===== config.mk =====
export PLATFORM = sky130hd
export DESIGN_NAME = pwm_capture
export DESIGN_NICKNAME = d
export VERILOG_FILES = /design/src/rtl/pwm_capture.sv
export SDC_FILE = /design/constraint.sdc
export NUM_CORES = 1
export LEC_CHECK = 0
export CAP_MARGIN = 20
export CORE_ASPECT_RATIO = 0.8
export CORE_MARGIN = 1
export CORE_UTILIZATION = 64
export CTS_BUF_LIST = sky130_fd_sc_hd__clkbuf_4 sky130_fd_sc_hd__clkbuf_8
export CTS_CLUSTER_DIAMETER = 200
export DETAILED_ROUTE_END_ITERATION = 12
export PLACE_DENSITY = 0.83
export SLEW_MARGIN = 20
export SYNTH_ARGS = -nofsm -noshare
export SYNTH_HDL_FRONTEND = slang
export SYNTH_SLANG_ARGS = --single-unit

===== constraint.sdc =====
create_clock -name clk -period 4.34 [get_ports clk]
set_clock_uncertainty 0.1 [all_clocks]
set_input_delay 0.434 -clock clk [delete_from_list [all_inputs] [get_ports clk]]
set_output_delay 0.434 -clock clk [all_outputs]
set_load 0.01 [all_outputs]

===== src/rtl/pwm_capture.sv =====
// PWM period/duty measurement: synchronizes pwm_in, times high and period in clk
// cycles, and computes duty percent with a 7-cycle restoring divider.
module pwm_capture #(
  parameter int CNT_W   = 16,
  parameter int TIMEOUT = 50000
) (
  input  logic             clk,
  input  logic             rst_n,
  input  logic             pwm_in,
  output logic             valid,
  output logic [CNT_W-1:0] high_cnt,
  output logic [CNT_W-1:0] period_cnt,
  output logic [6:0]       duty_pct,
  output logic             stuck,
  output logic             overrun
);

  localparam int DW = CNT_W + 7;
  localparam logic [CNT_W-1:0] AGE_LIM = CNT_W'(TIMEOUT - 1);
  localparam logic [DW-1:0]    HUNDRED = DW'(100);

  typedef enum logic [1:0] {IDLE, WAIT_RISE, HIGH, LOW} state_t;

  logic             s1_q, s2_q, s3_q;
  logic [1:0]       prime_q;
  state_t           state_q, state_d;
  logic [CNT_W-1:0] per_q, per_d, hi_q, hi_d, hstage_q, hstage_d, age_q, age_d;
  logic [CNT_W-1:0] pend_hi_q, pend_hi_d, pend_per_q, pend_per_d;
  logic [2:0]       div_step_q, div_step_d;
  logic [DW-1:0]    rem_q, rem_d, dsr_q, dsr_d;
  logic [6:0]       quo_q, quo_d;
  logic             valid_q, valid_d, stuck_q, stuck_d, overrun_q, overrun_d;
  logic [CNT_W-1:0] high_cnt_q, high_cnt_d, period_cnt_q, period_cnt_d;
  logic [6:0]       duty_q, duty_d;

  logic             rise, fall, busy, q_bit;
  logic [DW-1:0]    rem_sub;
  logic [CNT_W-1:0] per_inc, hi_inc;

  // prime_q[1] marks the first cycle s2 carries a real sample rather than its
  // reset value, so a line already high at release is not mistaken for low.
  always_ff @(posedge clk or negedge rst_n) begin
    if (!rst_n) begin
      s1_q    <= 1'b0;
      s2_q    <= 1'b0;
      s3_q    <= 1'b0;
      prime_q <= 2'b00;
    end else begin
      s1_q    <= pwm_in;
      s2_q    <= s1_q;
      s3_q    <= s2_q;
      prime_q <= {prime_q[0], 1'b1};
    end
  end

  always_ff @(posedge clk or negedge rst_n) begin
    if (!rst_n) begin
      state_q      <= IDLE;
      per_q        <= '0;
      hi_q         <= '0;
      hstage_q     <= '0;
      age_q        <= '0;
      pend_hi_q    <= '0;
      pend_per_q   <= '0;
      div_step_q   <= '0;
      rem_q        <= '0;
      dsr_q        <= '0;
      quo_q        <= '0;
      valid_q      <= 1'b0;
      stuck_q      <= 1'b0;
      overrun_q    <= 1'b0;
      high_cnt_q   <= '0;
      period_cnt_q <= '0;
      duty_q       <= '0;
    end else begin
      state_q      <= state_d;
      per_q        <= per_d;
      hi_q         <= hi_d;
      hstage_q     <= hstage_d;
      age_q        <= age_d;
      pend_hi_q    <= pend_hi_d;
      pend_per_q   <= pend_per_d;
      div_step_q   <= div_step_d;
      rem_q        <= rem_d;
      dsr_q        <= dsr_d;
      quo_q        <= quo_d;
      valid_q      <= valid_d;
      stuck_q      <= stuck_d;
      overrun_q    <= overrun_d;
      high_cnt_q   <= high_cnt_d;
      period_cnt_q <= period_cnt_d;
      duty_q       <= duty_d;
    end
  end

  always_comb begin
    state_d      = state_q;
    per_d        = per_q;
    hi_d         = hi_q;
    hstage_d     = hstage_q;
    age_d        = age_q;
    pend_hi_d    = pend_hi_q;
    pend_per_d   = pend_per_q;
    div_step_d   = div_step_q;
    rem_d        = rem_q;
    dsr_d        = dsr_q;
    quo_d        = quo_q;
    valid_d      = 1'b0;
    overrun_d    = 1'b0;
    stuck_d      = stuck_q;
    high_cnt_d   = high_cnt_q;
    period_cnt_d = period_cnt_q;
    duty_d       = duty_q;

    rise    = s2_q & ~s3_q;
    fall    = ~s2_q & s3_q;
    busy    = (div_step_q != 3'd0);
    q_bit   = (rem_q >= dsr_q);
    rem_sub = rem_q - dsr_q;
    per_inc = (per_q == '1) ? per_q : per_q + 1'b1;
    hi_inc  = (hi_q == '1) ? hi_q : hi_q + 1'b1;

    // Divisor is pre-shifted by 6; quotient never exceeds 100 so 7 bits suffice.
    if (busy) begin
      quo_d      = {quo_q[5:0], q_bit};
      dsr_d      = dsr_q >> 1;
      div_step_d = div_step_q - 3'd1;
      if (q_bit) rem_d = rem_sub;
      if (div_step_q == 3'd1) begin
        valid_d      = 1'b1;
        stuck_d      = 1'b0;
        high_cnt_d   = pend_hi_q;
        period_cnt_d = pend_per_q;
        duty_d       = {quo_q[5:0], q_bit};
      end
    end

    unique case (state_q)
      IDLE: begin
        age_d = '0;
        if (prime_q[1] && !s2_q) state_d = WAIT_RISE;
      end
      WAIT_RISE: begin
        if (rise) begin
          state_d = HIGH;
          per_d   = CNT_W'(1);
          hi_d    = CNT_W'(1);
          age_d   = '0;
        end
      end
      HIGH: begin
        per_d = per_inc;
        hi_d  = hi_inc;
        if (fall) begin
          hstage_d = hi_q;
          state_d  = LOW;
          age_d    = '0;
        end else if (age_q == AGE_LIM) begin
          state_d      = IDLE;
          div_step_d   = 3'd0;
          stuck_d      = 1'b1;
          valid_d      = 1'b1;
          duty_d       = 7'd100;
          high_cnt_d   = '0;
          period_cnt_d = '0;
          age_d        = '0;
        end else begin
          age_d = age_q + 1'b1;
        end
      end
      LOW: begin
        per_d = per_inc;
        if (rise) begin
          if (busy) begin
            overrun_d = 1'b1;
          end else begin
            div_step_d = 3'd7;
            rem_d      = DW'(hstage_q) * HUNDRED;
            dsr_d      = {1'b0, per_q, 6'b0};
            quo_d      = '0;
            pend_hi_d  = hstage_q;
            pend_per_d = per_q;
          end
          per_d   = CNT_W'(1);
          hi_d    = CNT_W'(1);
          age_d   = '0;
          state_d = HIGH;
        end else if (age_q == AGE_LIM) begin
          state_d      = IDLE;
          div_step_d   = 3'd0;
          stuck_d      = 1'b1;
          valid_d      = 1'b1;
          duty_d       = 7'd0;
          high_cnt_d   = '0;
          period_cnt_d = '0;
          age_d        = '0;
        end else begin
          age_d = age_q + 1'b1;
        end
      end
      default: state_d = IDLE;
    endcase
  end

  assign valid      = valid_q;
  assign high_cnt   = high_cnt_q;
  assign period_cnt = period_cnt_q;
  assign duty_pct   = duty_q;
  assign stuck      = stuck_q;
  assign overrun    = overrun_q;

endmodule


==> impl_metrics.toml <==
[status]
status = "complete, no violations"

[setup_path]
crit_arrival_ns = 4.23
worstPathMaxFanout = 5
crit_required_ns = 4.65
reg2reg_from = "hstage_q[4]"
path_class = "flop to flop"
critPathCaptureType = "flop"
start_kind = "flop"
critPathLaunch = "hstage_q[4]"

[finish]
drive_gt1_frac = 0.0634
syn2layout_area_growth_pct = 9.89
fill_cells = 1225
diodes = 0
regArea_sq_um = 5000
multi_input_area_sq_um = 5660
final_nets = 1362

[pwr]
power.total_uw = 6630
power_density_nw_per_um2 = 541
p_leak_uw = 0.00595
ir_drop_mv = 0.311

[clock_tree]
post_cts_buffers = 0
htreeDepth = 4
clk_path_buf_depth = 2
tritoncts = "yes"
cts_buffers = 17
cts.reportedPaths.clkPinSlew_ns = 0.12
cts.sinks = 200
worstSkewPairLatency_ns = 0.50
holdBufCountCts = 1
cts.repair.resized = 0
cts_root_buf = "clkbuf_8"

[global_route]
grtUsageMet2 = 0.424
first_global_vias = 8247
busiest_layer = "met1"
overflow = 0
use_met3 = 0.0601
grt_usage = 0.288
antenna_found_initial = 0
grt_max_degree = 112
met1_usage = 0.425
grt_pass1_wl_microns = 40300

[floorplan]
fp.dieH_microns = 120
die_area_sq_um = 18000
core_area_sq_um = 16800
ios = 45
die_x_microns = 150
rows = 42
start_util = 0.663

[timing]
slew_violations = 0
fin_setup_tns_ns = 0
setup_viol_count_final = 0
slew_headroom = 0.410
period_needed_ns = 3.92
rsz0062_at_grt = "false"
hold_slack_ns = 0.261
final.period_utilization = 0.903
worst_pin_slew_ns = 0.884
fmax_ghz = 0.255
final_hold_viol_count = 0

[synth]
ys_seq_elements = 200
synth_area_sq_um = 11200
async_reset_ff_frac = 1.00
postSynthCellCount = 1231
synth_warnings = 0
yosysUniqueCellTypes = 67
ys_seq_area_frac = 0.449
synth_nets = 1328
avgSynthCellArea_sq_um = 9.06
synth_edf_count = 0
ys.flop_type = "dfrtp_1"

[worst_hold_path]
hp-start = "prime_q[0]"
hold_class = "flop to flop"

[placed_design]
hpwl_microns = 17200
place.gp.congestion = 0.910
io_buffers = 44

[routing]
routed_via_density = 5.87
drc_errors = 0
ant_nets = 0
drt_pass1_iterations = 5
num_vias = 8789
wl_per_cell_microns = 16.0
totalWireLength_microns = 24000
drtIter0Drc = 589

[flow_run]
cap_violations = 0
worst paths after layout:
kind | endpoint | depth (start not counted) | slack [ns]
setup / recovery | rem_q[22] | 15 | 0.42
hold / removal | prime_q[1] | 0 | 0.26
setup reg to reg | rem_q[22] | 15 | 0.42
hold reg to reg | prime_q[1] | 0 | 0.26
max in group asynchronous | hstage_q[3] | 3 | 2.66
min in group asynchronous | high_cnt[13] | 2 | 0.47
critical path, cell delays in order (launching register included):
cell and delay (ns):
dfrtp_1 0.45, ha_1 0.32, ha_1 0.28, inv_1 0.05, fa_1 0.50, inv_1 0.04
ha_1 0.37, a2111oi_4 0.38, o21a_1 0.20, o21ai_1 0.08, a21oi_2 0.21, a21oi_2 0.11
a22o_1 0.23, mux2i_1 0.15, a21oi_1 0.10, a211oi_2 0.23
power by group:
group          leakage (uW)  switching [uW]  internal [uW]
sequential          0.00265             293           2220
clock              0.000214             792            455
combinational       0.00308            1680           1180
total               0.00595            2770           3860
layer usage:
layer	vias up	share of wire
li1	4243	-
met1	4233	0.48
met2	273	0.44
met3	40	0.060
met4	0	0.016
met5	-	0
state kept, by name, indices dropped and copies added, names as in the netlist:
signal      count
high_cnt       16
age_q          16
valid           1
dsr_q          23
hstage_q       16
prime_q         2
hi_q           16
period_cnt     16
quo_q           6
pend_hi_q      16
s1_q            1
duty_pct        7
s2_q            1
per_q          16
s3_q            1
div_step_q      3
rem_q          23
pend_per_q     16
state_q         2
stuck           1
overrun         1
cells in the mapped netlist, types with 4 or more instances:
| cell type | instances | area (sq um) |
|---|---|---|
| and2_1 | 5 | 31.3 |
| nand4_1 | 8 | 50.1 |
| a21o_1 | 13 | 97.6 |
| o21a_1 | 6 | 45.0 |
| and3_1 | 23 | 144 |
| dfrtp_1 | 200 | 5000 |
| or2_2 | 4 | 25.0 |
| xnor2_1 | 22 | 193 |
| nor2b_1 | 9 | 56.3 |
| ha_1 | 82 | 1030 |
| o22ai_1 | 11 | 68.8 |
| inv_1 | 82 | 308 |
| clkbuf_1 | 32 | 120 |
| a31oi_1 | 8 | 50.1 |
| or3_1 | 5 | 31.3 |
| buf_2 | 8 | 40.0 |
| o21ai_0 | 88 | 440 |
| nor3_1 | 12 | 60.1 |
| mux2_2 | 7 | 78.8 |
| a21oi_1 | 88 | 440 |
| xor2_1 | 30 | 263 |
| fa_1 | 12 | 240 |
| nand2_1 | 254 | 953 |
| a211oi_1 | 5 | 37.5 |
| nand3_1 | 31 | 155 |
| mux2i_1 | 22 | 220 |
| nor2_1 | 83 | 312 |
| o21ai_1 | 15 | 75.1 |
logic make-up (layout without fill, tap and decap cells):
| group | after synthesis | in the layout | share of synthesized area |
|---|---|---|---|
| flip-flops | 200 | 200 | 0.449 |
| adder cells (fa/ha/maj) | 94 | 94 | 0.113 |
| AND/OR/NAND/NOR | 456 | 456 | 0.180 |
| other | 1 | 1 | 0.000336 |
| multiplexers | 29 | 29 | 0.0268 |
| buffers and inverters | 128 | 175 | 0.0450 |
| AO/OA/AOI/OAI | 271 | 271 | 0.145 |
| XOR/XNOR | 52 | 52 | 0.0408 |
placed cells by master, fill, tap and decap left out, types with 30 or more instances in the layout:
master	Yosys	final
o21ai_0	88	88
nand2_1	254	254
dfrtp_1	200	200
clkdlybuf4s50_1	0	43
xor2_1	30	30
a21oi_1	88	88
ha_1	82	82
nand3_1	31	30
nor2_1	83	83
inv_1	82	82
area by class of cell:
cell class,count,share of cell area
Timing Repair Buffer,61,0.0468
Multi-Input combinational cell,903,0.462
Clock buffer,17,0.0191
Clock inverter,15,0.0163
Inverter,82,0.0251
Tap cell,220,0.0225
Sequential cell,200,0.408
stage by stage:
step / setup WS, ns / utilization / instance area [sq um] / std cells
after floorplan: 0.809 / - / 11200 / 1231
after global placement: 0.628 / 0.703 / 11800 / 1465
after detailed placement: 0.506 / 0.703 / 11800 / 1465
after CTS: 0.444 / 0.729 / 12300 / 1498
after global routing: 0.243 / 0.729 / 12300 / 1498
final: 0.422 / 0.729 / 12300 / 1498
No activity file was read; power rests on OpenSTA's default activity.
